$ cat src/rtl/mem_stage.sv
// Memory-access pipeline stage: issues at most one load/store on a req/ack bus,
// stalls upstream while the bus is busy, and registers the result toward write-back.
module mem_stage #(
  parameter int unsigned TIMEOUT = 16
) (
  input  logic        clk,
  input  logic        rst,
  input  logic        valid_i,
  input  logic [2:0]  mem_op_i,
  input  logic [31:0] mem_addr_i,
  input  logic [31:0] store_data_i,
  input  logic [31:0] ex_wdata_i,
  input  logic [4:0]  ex_waddr_i,
  input  logic        ex_write_i,
  input  logic        flush_i,
  output logic        stall_req_o,
  output logic        bus_req_o,
  output logic        bus_we_o,
  output logic [31:0] bus_addr_o,
  output logic [3:0]  bus_be_o,
  output logic [31:0] bus_wdata_o,
  input  logic [31:0] bus_rdata_i,
  input  logic        bus_ack_i,
  output logic        wb_valid_o,
  output logic [31:0] wb_wdata_o,
  output logic [4:0]  wb_waddr_o,
  output logic        wb_write_o,
  output logic        err_o
);

  typedef enum logic {S_IDLE, S_WAIT} state_t;

  localparam logic [2:0] OP_LW  = 3'd1;
  localparam logic [2:0] OP_SW  = 3'd2;
  localparam logic [2:0] OP_LB  = 3'd3;
  localparam logic [2:0] OP_LBU = 3'd4;
  localparam logic [2:0] OP_SB  = 3'd5;
  localparam logic [7:0] CNT_LAST = 8'(TIMEOUT - 1);

  state_t      state_q, state_d;
  logic [7:0]  cnt_q, cnt_d;
  logic        kill_q, kill_d;
  logic [2:0]  op_q, op_d;
  logic [1:0]  lane_q, lane_d;
  logic [4:0]  waddr_q, waddr_d;
  logic        write_q, write_d;
  logic        bus_req_q, bus_req_d;
  logic        bus_we_q, bus_we_d;
  logic [31:0] bus_addr_q, bus_addr_d;
  logic [3:0]  bus_be_q, bus_be_d;
  logic [31:0] bus_wdata_q, bus_wdata_d;
  logic        wb_valid_q, wb_valid_d;
  logic [31:0] wb_wdata_q, wb_wdata_d;
  logic [4:0]  wb_waddr_q, wb_waddr_d;
  logic        wb_write_q, wb_write_d;
  logic        err_q, err_d;

  logic        is_mem, is_word, is_store, misaligned, timeout;
  logic [7:0]  rbyte;
  logic [31:0] load_data;

  always_comb begin
    is_mem     = (mem_op_i >= OP_LW) && (mem_op_i <= OP_SB);
    is_word    = (mem_op_i == OP_LW) || (mem_op_i == OP_SW);
    is_store   = (mem_op_i == OP_SW) || (mem_op_i == OP_SB);
    misaligned = is_word && (mem_addr_i[1:0] != 2'b00);
    timeout    = (state_q == S_WAIT) && !bus_ack_i && (cnt_q == CNT_LAST);
  end

  // Little-endian byte pick for byte loads, using the lane latched at issue.
  always_comb begin
    rbyte = bus_rdata_i[8*lane_q +: 8];
    case (op_q)
      OP_LB:   load_data = {{24{rbyte[7]}}, rbyte};
      OP_LBU:  load_data = {24'd0, rbyte};
      default: load_data = bus_rdata_i;
    endcase
  end

  always_comb begin
    state_d     = state_q;
    cnt_d       = cnt_q;
    kill_d      = kill_q;
    op_d        = op_q;
    lane_d      = lane_q;
    waddr_d     = waddr_q;
    write_d     = write_q;
    bus_req_d   = bus_req_q;
    bus_we_d    = bus_we_q;
    bus_addr_d  = bus_addr_q;
    bus_be_d    = bus_be_q;
    bus_wdata_d = bus_wdata_q;
    wb_valid_d  = 1'b0;
    wb_wdata_d  = wb_wdata_q;
    wb_waddr_d  = wb_waddr_q;
    wb_write_d  = 1'b0;
    err_d       = 1'b0;

    case (state_q)
      S_IDLE: begin
        if (valid_i && !flush_i) begin
          if (!is_mem) begin
            wb_valid_d = 1'b1;
            wb_wdata_d = ex_wdata_i;
            wb_waddr_d = ex_waddr_i;
            wb_write_d = ex_write_i;
          end else if (misaligned) begin
            wb_valid_d = 1'b1;
            wb_wdata_d = ex_wdata_i;
            wb_waddr_d = ex_waddr_i;
            err_d      = 1'b1;
          end else begin
            state_d     = S_WAIT;
            cnt_d       = 8'd0;
            kill_d      = 1'b0;
            op_d        = mem_op_i;
            lane_d      = mem_addr_i[1:0];
            waddr_d     = ex_waddr_i;
            write_d     = ex_write_i;
            bus_req_d   = 1'b1;
            bus_we_d    = is_store;
            bus_addr_d  = {mem_addr_i[31:2], 2'b00};
            bus_be_d    = is_word ? 4'b1111 : (4'b0001 << mem_addr_i[1:0]);
            bus_wdata_d = (mem_op_i == OP_SB) ? {4{store_data_i[7:0]}} :
                          (mem_op_i == OP_SW) ? store_data_i : 32'd0;
          end
        end
      end
      S_WAIT: begin
        kill_d = kill_q || flush_i;
        if (bus_ack_i || timeout) begin
          state_d   = S_IDLE;
          bus_req_d = 1'b0;
          kill_d    = 1'b0;
          // A flush seen at any point of the access silences its completion.
          if (!(kill_q || flush_i)) begin
            wb_valid_d = 1'b1;
            wb_waddr_d = waddr_q;
            if (!bus_ack_i) begin
              err_d = 1'b1;
            end else if (op_q != OP_SW && op_q != OP_SB) begin
              wb_wdata_d = load_data;
              wb_write_d = write_q;
            end
          end
        end else begin
          cnt_d = cnt_q + 8'd1;
        end
      end
      default: state_d = S_IDLE;
    endcase
  end

  always_ff @(posedge clk or negedge rst) begin
    if (!rst) begin
      state_q     <= S_IDLE;
      cnt_q       <= 8'd0;
      kill_q      <= 1'b0;
      op_q        <= 3'd0;
      lane_q      <= 2'd0;
      waddr_q     <= 5'd0;
      write_q     <= 1'b0;
      bus_req_q   <= 1'b0;
      bus_we_q    <= 1'b0;
      bus_addr_q  <= 32'd0;
      bus_be_q    <= 4'd0;
      bus_wdata_q <= 32'd0;
      wb_valid_q  <= 1'b0;
      wb_wdata_q  <= 32'd0;
      wb_waddr_q  <= 5'd0;
      wb_write_q  <= 1'b0;
      err_q       <= 1'b0;
    end else begin
      state_q     <= state_d;
      cnt_q       <= cnt_d;
      kill_q      <= kill_d;
      op_q        <= op_d;
      lane_q      <= lane_d;
      waddr_q     <= waddr_d;
      write_q     <= write_d;
      bus_req_q   <= bus_req_d;
      bus_we_q    <= bus_we_d;
      bus_addr_q  <= bus_addr_d;
      bus_be_q    <= bus_be_d;
      bus_wdata_q <= bus_wdata_d;
      wb_valid_q  <= wb_valid_d;
      wb_wdata_q  <= wb_wdata_d;
      wb_waddr_q  <= wb_waddr_d;
      wb_write_q  <= wb_write_d;
      err_q       <= err_d;
    end
  end

  // Stall drops in the completing cycle so upstream advances on the same edge.
  assign stall_req_o = rst &&
      (((state_q == S_IDLE) && valid_i && is_mem && !misaligned && !flush_i) ||
       ((state_q == S_WAIT) && !bus_ack_i && !timeout));

  assign bus_req_o   = bus_req_q;
  assign bus_we_o    = bus_we_q;
  assign bus_addr_o  = bus_addr_q;
  assign bus_be_o    = bus_be_q;
  assign bus_wdata_o = bus_wdata_q;
  assign wb_valid_o  = wb_valid_q;
  assign wb_wdata_o  = wb_wdata_q;
  assign wb_waddr_o  = wb_waddr_q;
  assign wb_write_o  = wb_write_q;
  assign err_o       = err_q;

endmodule

$ cat config.mk
export PLATFORM = sky130hd
export DESIGN_NAME = mem_stage
export DESIGN_NICKNAME = d
export VERILOG_FILES = /design/src/rtl/mem_stage.sv
export SDC_FILE = /design/constraint.sdc
export NUM_CORES = 1
export LEC_CHECK = 0
export ABC_CLOCK_PERIOD_IN_PS = 2100
export BUFFER_PORTS_ARGS = -buffer_cell sky130_fd_sc_hd__buf_2
export CAP_MARGIN = 10
export CORE_ASPECT_RATIO = 1.4
export CORE_MARGIN = 5
export CORE_UTILIZATION = 44
export CTS_CLUSTER_DIAMETER = 80
export DETAILED_ROUTE_END_ITERATION = 16
export GPL_TIMING_DRIVEN = 0
export HOLD_SLACK_MARGIN = 0.06
export PLACE_DENSITY = 0.74
export SETUP_SLACK_MARGIN = 0.3
export SYNTH_ARGS = -nofsm -noshare
export SYNTH_HDL_FRONTEND = slang
export SYNTH_SLANG_ARGS = --single-unit
$ cat constraint.sdc
create_clock -name clk -period 2.1 [get_ports clk]
set_input_delay 0.42 -clock clk [delete_from_list [all_inputs] [get_ports clk]]
set_output_delay 0.42 -clock clk [all_outputs]
set_load 0.02 [all_outputs]
==> reports/qor.csv, run 1 <==
metric,value,unit
status,"complete, but fails checks",
violations,"hold timing, setup timing",
comb_power_share,35.8,%
ant_nets,0,
async_reset_ff_share,100,%
ys_types,57,
grt_overflow,0,
tightest_slew,0.839,ns
postSynthCellCount,664,
cts-root-buf,clkbuf_16,
synth-seq-area-share,51.2,%
cap_violations,0,
finalHoldViolations,44,
leakage,4.82,nW
ys_ff_latch,129,
p_sw,3.87,mW
rsz0062_at_grt,true,
grt_pass1_wl,33.3,mm
io_pins,253,
dpl_cell_area,0.00786,mm2
initial_core_util,45.1,%
yosys_warnings,0,
grt_use_total,25.1,%
port_buffers,249,
cp-end-kind,primary output,
synth_top_flop_cell,dfrtp_1,
pwr-share-seq,34.7,%
swShare,37.0,%
drt-total-wl,22.0,mm
power.internal,6.59,mW
syn_area,0.00630,mm2
fmax,438,MHz
num-nets-final,1106,
fin_ws,-0.183,ns
finClkSkew,0.0111,ns
route.detailed.drc,0,
multi_input_area,0.00313,mm2
drt_iter0_drc,318,
wl_per_cell,18.9,um
hp-class,in2async,
whs,-0.0682,ns
mostFrequentLayoutCells,"254 x buf_2, 153 x nand2_1, 129 x dfrtp_1, 95 x nor2_1, 56 x a21oi_1",
dieArea,0.0168,mm2
fin_util,66.9,%
synth_edf_count,0,
numClockSinks,129,
core_area,0.0140,mm2
p_total,10.5,mW
timing.final.crit_period,2.28,ns
grt_max_degree,87,
die_h,152,um
drv_slew,0,
pre_cts_slack,-0.218,ns
rows,51,
via_count,6211,
grt_pass1_vias,6386,
path_max_fanout,2,
crit_arrival,1.86,ns
ir_drop,0.000569,V
cts_max_level,4,
setup_viol,26,
relSlewSlack,44.0,%
avgSynthCellArea,9.49,um2
first_pass_iters,5,
cts_tree,yes,
ff_latch_area,0.00323,mm2
fin_crit_sh,109,%
final_area,0.00935,mm2
path_class,reg2out,
antenna_found_initial,1,
area_delta_synth_final,48.4,%
crit_path_start_kind,flop,
drive_gt1_share,45.4,%
viasPerCell,5.35,
place_hpwl,15.7,mm
clkTransAtPathRegs,0.07,ns
clock_path_buffers,2,
final_common_cell,buf_2,
clkPwrFrac,29.5,%
cp.required,1.68,ns
numCtsBuffers,17,
fillCellCount,1144,
clock_latency,0.41,ns
die_x,111,um
gp_congestion,0.913,
pwr_density_cell,1120,mW/mm2
-- stage by stage --
step                cells  setup TNS [ns]
global route         1161           -4.15
floorplan             665               0
finish               1162           -2.18
global placement     1099         -165.64
detailed placement   1100          -11.00
CTS                  1154           -1.87
-- cell families after synthesis --
logic type	synth area share [%]
simple gates	20.0
flops	51.2
compound gates	13.2
buf+inv	5.06
mux	9.17
xor+xnor	1.11
fa+ha+maj	0.199
other cells	0.0595
-- cell usage after synthesis, types with 2 or more instances --
cell / n / share of area (%)
nor3_1: 2 / 0.16
o22ai_1: 7 / 0.69
xnor2_1: 2 / 0.28
or2_2: 2 / 0.20
o21ai_0: 14 / 1.1
a221oi_1: 30 / 4.2
mux2_2: 12 / 2.1
a21boi_0: 2 / 0.24
nor2b_1: 2 / 0.20
clkbuf_1: 18 / 1.1
buf_12: 2 / 0.64
nand2b_1: 2 / 0.20
mux2_4: 20 / 4.8
o21ai_2: 2 / 0.28
nand3_1: 18 / 1.4
xor2_1: 6 / 0.83
a21oi_1: 57 / 4.5
and3_1: 2 / 0.20
a21oi_2: 2 / 0.28
inv_1: 9 / 0.54
and2_1: 2 / 0.20
buf_2: 19 / 1.5
nor2_1: 96 / 5.7
buf_4: 4 / 0.48
dfrtp_1: 129 / 51
and3b_1: 3 / 0.42
o31ai_1: 2 / 0.24
nand2_1: 155 / 9.2
mux2i_1: 12 / 1.9
buf_6: 4 / 0.71
-- repair_timing --
action	4_1_cts	5_1_grt
gates cloned	2	3
gates resized for setup	55	81
pin swaps	5	16
endpoints found under the hold margin	44	44
setup endpoints to repair	124	122
buffers inserted	20	4
-- final cells by class --
cell class | count | area share, %
antenna | 1 | 0.0268
buffer | 48 | 4.28
clock buffer | 18 | 4.70
clock inverter | 14 | 1.81
inverter | 10 | 0.401
multi-input combinational | 478 | 33.5
sequential | 129 | 34.5
tap | 185 | 2.47
timing repair buffer | 279 | 18.3
-- worst max-delay path: stages (launching register included) --
cell,delay [ns]
dfrtp_1,0.37
buf_6,0.12
nor3b_4,0.19
o211ai_1,0.12
a21o_2,0.23
buf_6,0.12
nand2_4,0.05
and2_4,0.13
buf_6,0.12
-- worst paths after layout --
path / slack, ns / cells past startpoint / start / endpoint
max in group asynchronous: 1.37 / 2 / rst / bus_wdata_o[11]
worst max-delay path: -0.18 / 8 / state_q / stall_req_o
min in group clk: 0.19 / 3 / mem_addr_i[20] / bus_addr_o[20]
worst min register to register: 0.47 / 2 / bus_addr_o[18] / bus_addr_o[18]
worst min-delay path: -0.07 / 1 / rst / wb_wdata_o[24]
worst max register to register: -0.15 / 14 / state_q / wb_wdata_o[18]
-- state kept, by name, summed over array words and instances, names as in the netlist, 2 cells and up --
register	count
wb_waddr_o	5
bus_wdata_o	32
bus_be_o	4
lane_q	2
op_q	3
cnt_q	8
wb_wdata_o	32
waddr_q	5
bus_addr_o	30
-- routing by layer --
metal  vias to the layer above  share of wire [%]  track usage [%]
met5                         -              0.032                0
met4                         2                4.5             11.9
met3                        74                9.0             7.71
met2                       353                 51             44.4
met1                      2918                 36             27.7
li1                       2864                  -                -
-- power by group through the flow --
stage	Sequential, mW	Clock [mW]	Combinational [mW]
finish	3.63	3.09	3.75
global route	3.73	3.26	4.04
CTS	3.62	3.13	3.64
detailed placement	3.65	0	3.41
global placement	3.63	0	3.36
floorplan	4.41	0	1.35
No activity file was read; power rests on OpenSTA's default activity.
==> run 2, diff against run 1 <==
==> constraint.sdc (replaced) <==
create_clock -name clk -period 2.1 [get_ports clk]
set_input_delay 0.42 -clock clk [delete_from_list [all_inputs] [get_ports clk]]
set_output_delay 0.42 -clock clk [all_outputs]
set_load 0.05 [all_outputs]
==> reports/qor.csv, run 2 (synthesis gave the netlist of run 1 again) <==
metric,value,unit,change
cp_slowest_cell,dfrtp_1,,
violations,"hold timing, setup timing",,
ff2ff_path_depth,14,,unchanged
cts_tree,yes,,
route.detailed.drc,0,,unchanged
rows,51,,unchanged
final_area,0.00998,mm2,+6.7%
clkTransAtPathRegs,0.06,ns,about the same
drt-total-wl,22.4,mm,+1.9%
clock_path_buffers,2,,unchanged
crit_arrival,1.90,ns,+0.04 ns
grt_most_used_layer,met2,,
final_common_cell,buf_2,,
crit_path_start_kind,flop,,
grt_util_met1,27.2,%,-0.54 points
cp.required,1.68,ns,about the same
timing.final.crit_period,2.32,ns,+0.0378 ns
pre_cts_slack,-0.291,ns,-0.0735 ns
num-nets-final,1125,,+1.7%
drv_slew,0,,unchanged
leakage,5.06,nW,+5.1%
numCtsBuffers,17,,unchanged
viasPerCell,5.25,,-1.7%
use_met3,7.91,%,+0.20 points
cp-end-kind,primary output,,
p_total,12.3,mW,+18%
port_buffers,249,,unchanged
wl_per_cell,19.0,um,+0.21%
via_count,6210,,-0.016%
gp_congestion,0.909,,-0.48%
tightest_slew,0.800,ns,-0.0388 ns
crit_family,simple AND/OR/NAND/NOR gates,,
first_pass_iters,5,,unchanged
hp-class,in2async,,
dpl.cell_count,1100,,unchanged
cts_max_level,4,,unchanged
finalHoldViolations,7,,-84%
area_delta_synth_final,58.4,%,
ant_nets,0,,unchanged
grt_pass1_wl,32.8,mm,-1.5%
use_met2,43.5,%,-0.88 points
setup_viol,33,,+27%
grt_use_total,24.7,%,-0.44 points
worst-path-buf-inv,3,,unchanged
worstReg2RegStart,state_q,,
reg2reg_to,wb_wdata_o[16],,
critPathMaxStageDelay,0.37,ns,about the same
fillCellCount,1056,,-7.7%
path_class,reg2out,,
cap_violations,0,,unchanged
clock_latency,0.41,ns,about the same
antenna_found_initial,1,,unchanged
pwr_density_cell,1230,mW/mm2,+10%
grt_pass1_vias,6224,,-2.5%
worstSetupEndpoint,stall_req_o,,
crit_top_cell,buf_6,,
dieArea,0.0168,mm2,unchanged
fmax,431,MHz,-1.6%
fin_ws,-0.221,ns,-0.0378 ns
fin_crit_sh,111,%,+1.8 points
mostFrequentLayoutCells,"254 x buf_2, 129 x dfrtp_1, 102 x nand2_1, 65 x nor2_1, 56 x a21oi_1",,
finClkSkew,0.00715,ns,-0.00399 ns
numClockSinks,129,,unchanged
crit_chain,"buf_6, nor3b_4, o211ai_1, a21o_2, buf_6, nand2_4, and2_4, buf_12",,
die_x,111,um,unchanged
multi_input_area,0.00340,mm2,+8.7%
dpl_cell_area,0.00785,mm2,-0.19%
grt_max_degree,68,,-22%
drive_gt1_share,53.6,%,+8.2 points
grt_overflow,0,,unchanged
whs,-0.0152,ns,+0.0530 ns
instances_no_fill,1182,,+1.7%
rsz0062_at_grt,true,,
core_area,0.0140,mm2,unchanged
ff_latch_area,0.00323,mm2,unchanged
die_h,152,um,unchanged
cp.depth,8,,unchanged
place_hpwl,15.5,mm,-1.0%
status,"complete, but fails checks",,
io_pins,253,,unchanged
drt_iter0_drc,387,,+22%
ir_drop,0.000854,V,+50%
path_max_fanout,2,,unchanged
rrSetupSlack,-0.14,ns,about the same
crit_path_start,state_q,,
cts-root-buf,clkbuf_16,,
relSlewSlack,46.6,%,+2.6 points
initial_core_util,45.1,%,unchanged
[run 2: changes by cell type in the layout (fill, tap and decap cells not counted), moves of 8 or more]
cell	before	now
nand2_1	153	102
nand2_2	0	41
nor2_1	95	65
nor2_4	1	30
a221oi_1	1	15
nand2_4	2	12
buf_8	4	12
nand3_1	18	10
nand3_2	0	8
[run 2: how the worst min path moves through the flow]
stage | from | endpoint | slack [ns] | depth (start not counted)
6_report | rst | wb_wdata_o[5] | -0.02 | 1
5_1_grt | rst | wb_wdata_o[4] | 0.02 | 1
4_1_cts | rst | wb_wdata_o[23] | 0.02 | 1
3_5_place_dp | rst | wb_wdata_o[23] | 0.45 | 1
3_3_place_gp | bus_wdata_o[1] | bus_wdata_o[1] | 0.45 | 2
2_1_floorplan | rst | bus_addr_o[10] | 0.12 | 0
[run 2: timing repair]
action,4_1_cts,5_1_grt
hold endpoints to repair,62,10
endpoints found under the setup margin,122,120
buffers inserted,22,13
pin swaps,16,80
resized for setup,65,187
gates cloned,3,9
[run 2: cell type report]
class	count	share of cell area (%)
Tap cell	185	2.32
Clock inverter	15	1.96
Sequential cell	129	32.4
Multi-Input combinational cell	478	34.1
Timing Repair Buffer	298	20.2
Antenna cell	2	0.0502
Inverter	10	0.376
Buffer	48	4.35
Clock buffer	17	4.26
[run 2: metrics by stage]
step / utilization [%] / setup TNS, ns
finish: 71.4 / -2.33
global route: 71.4 / -6.41
CTS: 64.5 / -1.93
detailed placement: 56.1 / -4.48
global placement: 55.9 / -163.93
floorplan: - / 0
[run 2: layer usage]
metal | share of wire (%) | wire length [um] | vias up
met3 | 8.8 | 1980 | 55
met2 | 51 | 11400 | 306
met5 | 0 | 0 | -
met4 | 4.3 | 967 | 0
li1 | - | - | 2905
met1 | 36 | 8060 | 2944
[run 2: power by group]
group	leakage (nW)	switching [mW]	internal, mW
Combinational	3.17	3.75	1.72
Sequential	1.59	0.500	3.20
Clock	0.303	1.22	1.91
==> run 3, diff against run 2 <==
--- a/config.mk
+++ b/config.mk
@@ -8,14 +8,16 @@
 export ABC_CLOCK_PERIOD_IN_PS = 2100
 export BUFFER_PORTS_ARGS = -buffer_cell sky130_fd_sc_hd__buf_2
 export CAP_MARGIN = 10
+export CELL_PAD_IN_SITES_DETAIL_PLACEMENT = 1
+export CELL_PAD_IN_SITES_GLOBAL_PLACEMENT = 1
 export CORE_ASPECT_RATIO = 1.4
 export CORE_MARGIN = 5
-export CORE_UTILIZATION = 44
+export CORE_UTILIZATION = 32
 export CTS_CLUSTER_DIAMETER = 80
 export DETAILED_ROUTE_END_ITERATION = 16
 export GPL_TIMING_DRIVEN = 0
 export HOLD_SLACK_MARGIN = 0.06
-export PLACE_DENSITY = 0.74
+export PLACE_DENSITY = 0.73
 export SETUP_SLACK_MARGIN = 0.3
 export SYNTH_ARGS = -nofsm -noshare
 export SYNTH_HDL_FRONTEND = slang
==> reports/qor.csv, run 3 (synthesis gave the netlist of run 1 again) <==
metric,value,unit,change
cap_violations,0,,unchanged
fin_ws,-0.234,ns,-0.0137 ns
numClockSinks,129,,unchanged
cts_tree,yes,,
worstReg2RegStart,cnt_q[6],,
via_count,6104,,-1.7%
rsz0062_at_grt,true,,
grt_pass1_wl,36.0,mm,+9.6%
drt_iter0_drc,209,,-46%
dieArea,0.0226,mm2,+34%
grt_pass1_vias,6677,,+7.3%
path_max_fanout,2,,unchanged
finClkSkew,0.00860,ns,+0.00145 ns
use_met2,36.1,%,-7.4 points
antenna_found_initial,2,,+1
cp-end-kind,primary output,,
violations,"hold timing, setup timing",,
core_area,0.0193,mm2,+38%
drt-total-wl,24.1,mm,+7.2%
fillCellCount,2261,,+110%
status,"complete, but fails checks",,
rrSetupSlack,0,ns,+0.14 ns
clock_path_buffers,2,,unchanged
grt_util_met1,22.6,%,-4.6 points
p_total,12.0,mW,-2.3%
crit_path_start,state_q,,
fin_util,49.1,%,-22 points
drive_gt1_share,46.3,%,-7.2 points
gp_congestion,0.859,,-5.5%
grt_most_used_layer,met2,,
grt_use_total,20.3,%,-4.4 points
timing.final.crit_period,2.33,ns,+0.0137 ns
clkTransAtPathRegs,0.06,ns,about the same
die_h,176,um,+16%
grt_max_degree,67,,-1.5%
worstSetupEndpoint,stall_req_o,,
ff2ff_path_depth,9,,-5
wl_per_cell,19.6,um,+3.1%
cts-root-buf,clkbuf_16,,
cts_max_level,4,,unchanged
hp-class,in2async,,
crit_arrival,1.91,ns,about the same
finalHoldViolations,35,,+28
grt_overflow,0,,unchanged
drv_slew,0,,unchanged
path_class,reg2out,,
port_buffers,249,,unchanged
numCtsBuffers,17,,unchanged
ant_nets,0,,unchanged
rows,60,,+18%
mostFrequentLayoutCells,"255 x buf_2, 151 x nand2_1, 129 x dfrtp_1, 95 x nor2_1, 52 x a21oi_1",,
num-nets-final,1110,,-1.3%
io_pins,253,,unchanged
viasPerCell,4.97,,-5.5%
ir_drop,0.000606,V,-29%
whs,-0.0185,ns,-0.00333 ns
final_common_cell,buf_2,,
place_hpwl,17.3,mm,+12%
crit_path_start_kind,flop,,
relSlewSlack,42.8,%,-3.8 points
clock_latency,0.41,ns,about the same
first_pass_iters,4,,-1
leakage,4.83,nW,-4.6%
finalSetupTns,-0.236,ns,+2.09 ns
fin_crit_sh,111,%,+0.65 points
cp.required,1.68,ns,about the same
tightest_slew,0.857,ns,+0.0569 ns
setup_viol,2,,-94%
area_delta_synth_final,50.3,%,
pre_cts_slack,-0.267,ns,+0.0245 ns
use_met3,7.11,%,-0.79 points
pwr_density_cell,1270,mW/mm2,+2.9%
fmax,428,MHz,-0.59%
route.detailed.drc,0,,unchanged
initial_core_util,32.7,%,-12 points
die_x,129,um,+16%
reg2reg_to,wb_wdata_o[20],,
run 3: routing by layer:
metal / vias up / routed length, um
met5: - / 7
met3: 38 / 1950
li1: 2864 / -
met1: 2970 / 8990
met2: 230 / 12600
met4: 2 / 527
run 3: critical path, cell delays in order, from the launching register on:
cell and delay, ns:
dfrtp_1 0.38, buf_6 0.13, nor3b_4 0.17, o211ai_1 0.14, a21o_1 0.21, buf_6 0.13, nand2_4 0.06, and2_4 0.15
buf_12 0.13
run 3: layout make-up:
class | instances | area (um2) | share of cell area, %
antenna | 1 | 2.50 | 0.0264
buffer | 48 | 412 | 4.35
clock buffer | 17 | 425 | 4.49
clock inverter | 15 | 173 | 1.82
inverter | 10 | 37.5 | 0.396
multi-input combinational | 479 | 3150 | 33.2
sequential | 129 | 3230 | 34.1
tap | 248 | 310 | 3.28
timing repair buffer | 282 | 1740 | 18.3
run 3: worst min-delay path by stage:
stage                    from             end  slack (ns)  cells after the start
6_report                  rst  bus_addr_o[30]       -0.02                      1
3_3_place_gp   bus_wdata_o[4]  bus_wdata_o[4]        0.45                      2
4_1_cts                   rst  bus_addr_o[15]        0.03                      1
2_1_floorplan             rst  bus_addr_o[10]        0.12                      0
3_5_place_dp   bus_addr_o[23]  bus_addr_o[23]        0.46                      2
5_1_grt                   rst  bus_addr_o[28]       0.001                      1
run 3: repair_timing:
item                                   in CTS  in global routing
gates resized for setup                    46                102
buffers inserted                           22                  4
setup endpoints to repair                 122                122
cloned                                      2                  4
endpoints found under the hold margin      48                 15
pin swaps                                  12                  4
run 3: stage by stage:
| step | instance area (um2) | instances |
|---|---|---|
| after floorplan | 6330 | 665 |
| after global placement | 7890 | 1162 |
| after detailed placement | 7930 | 1163 |
| after CTS | 8990 | 1219 |
| after global routing | 9470 | 1229 |
| final | 9470 | 1229 |
run 3: power breakdown:
group          leakage (nW)  internal, mW  switching, mW
sequential             1.59          3.20          0.418
clock                 0.289          1.79           1.26
combinational          2.95          1.60           3.75
total                  4.83          6.59           5.43
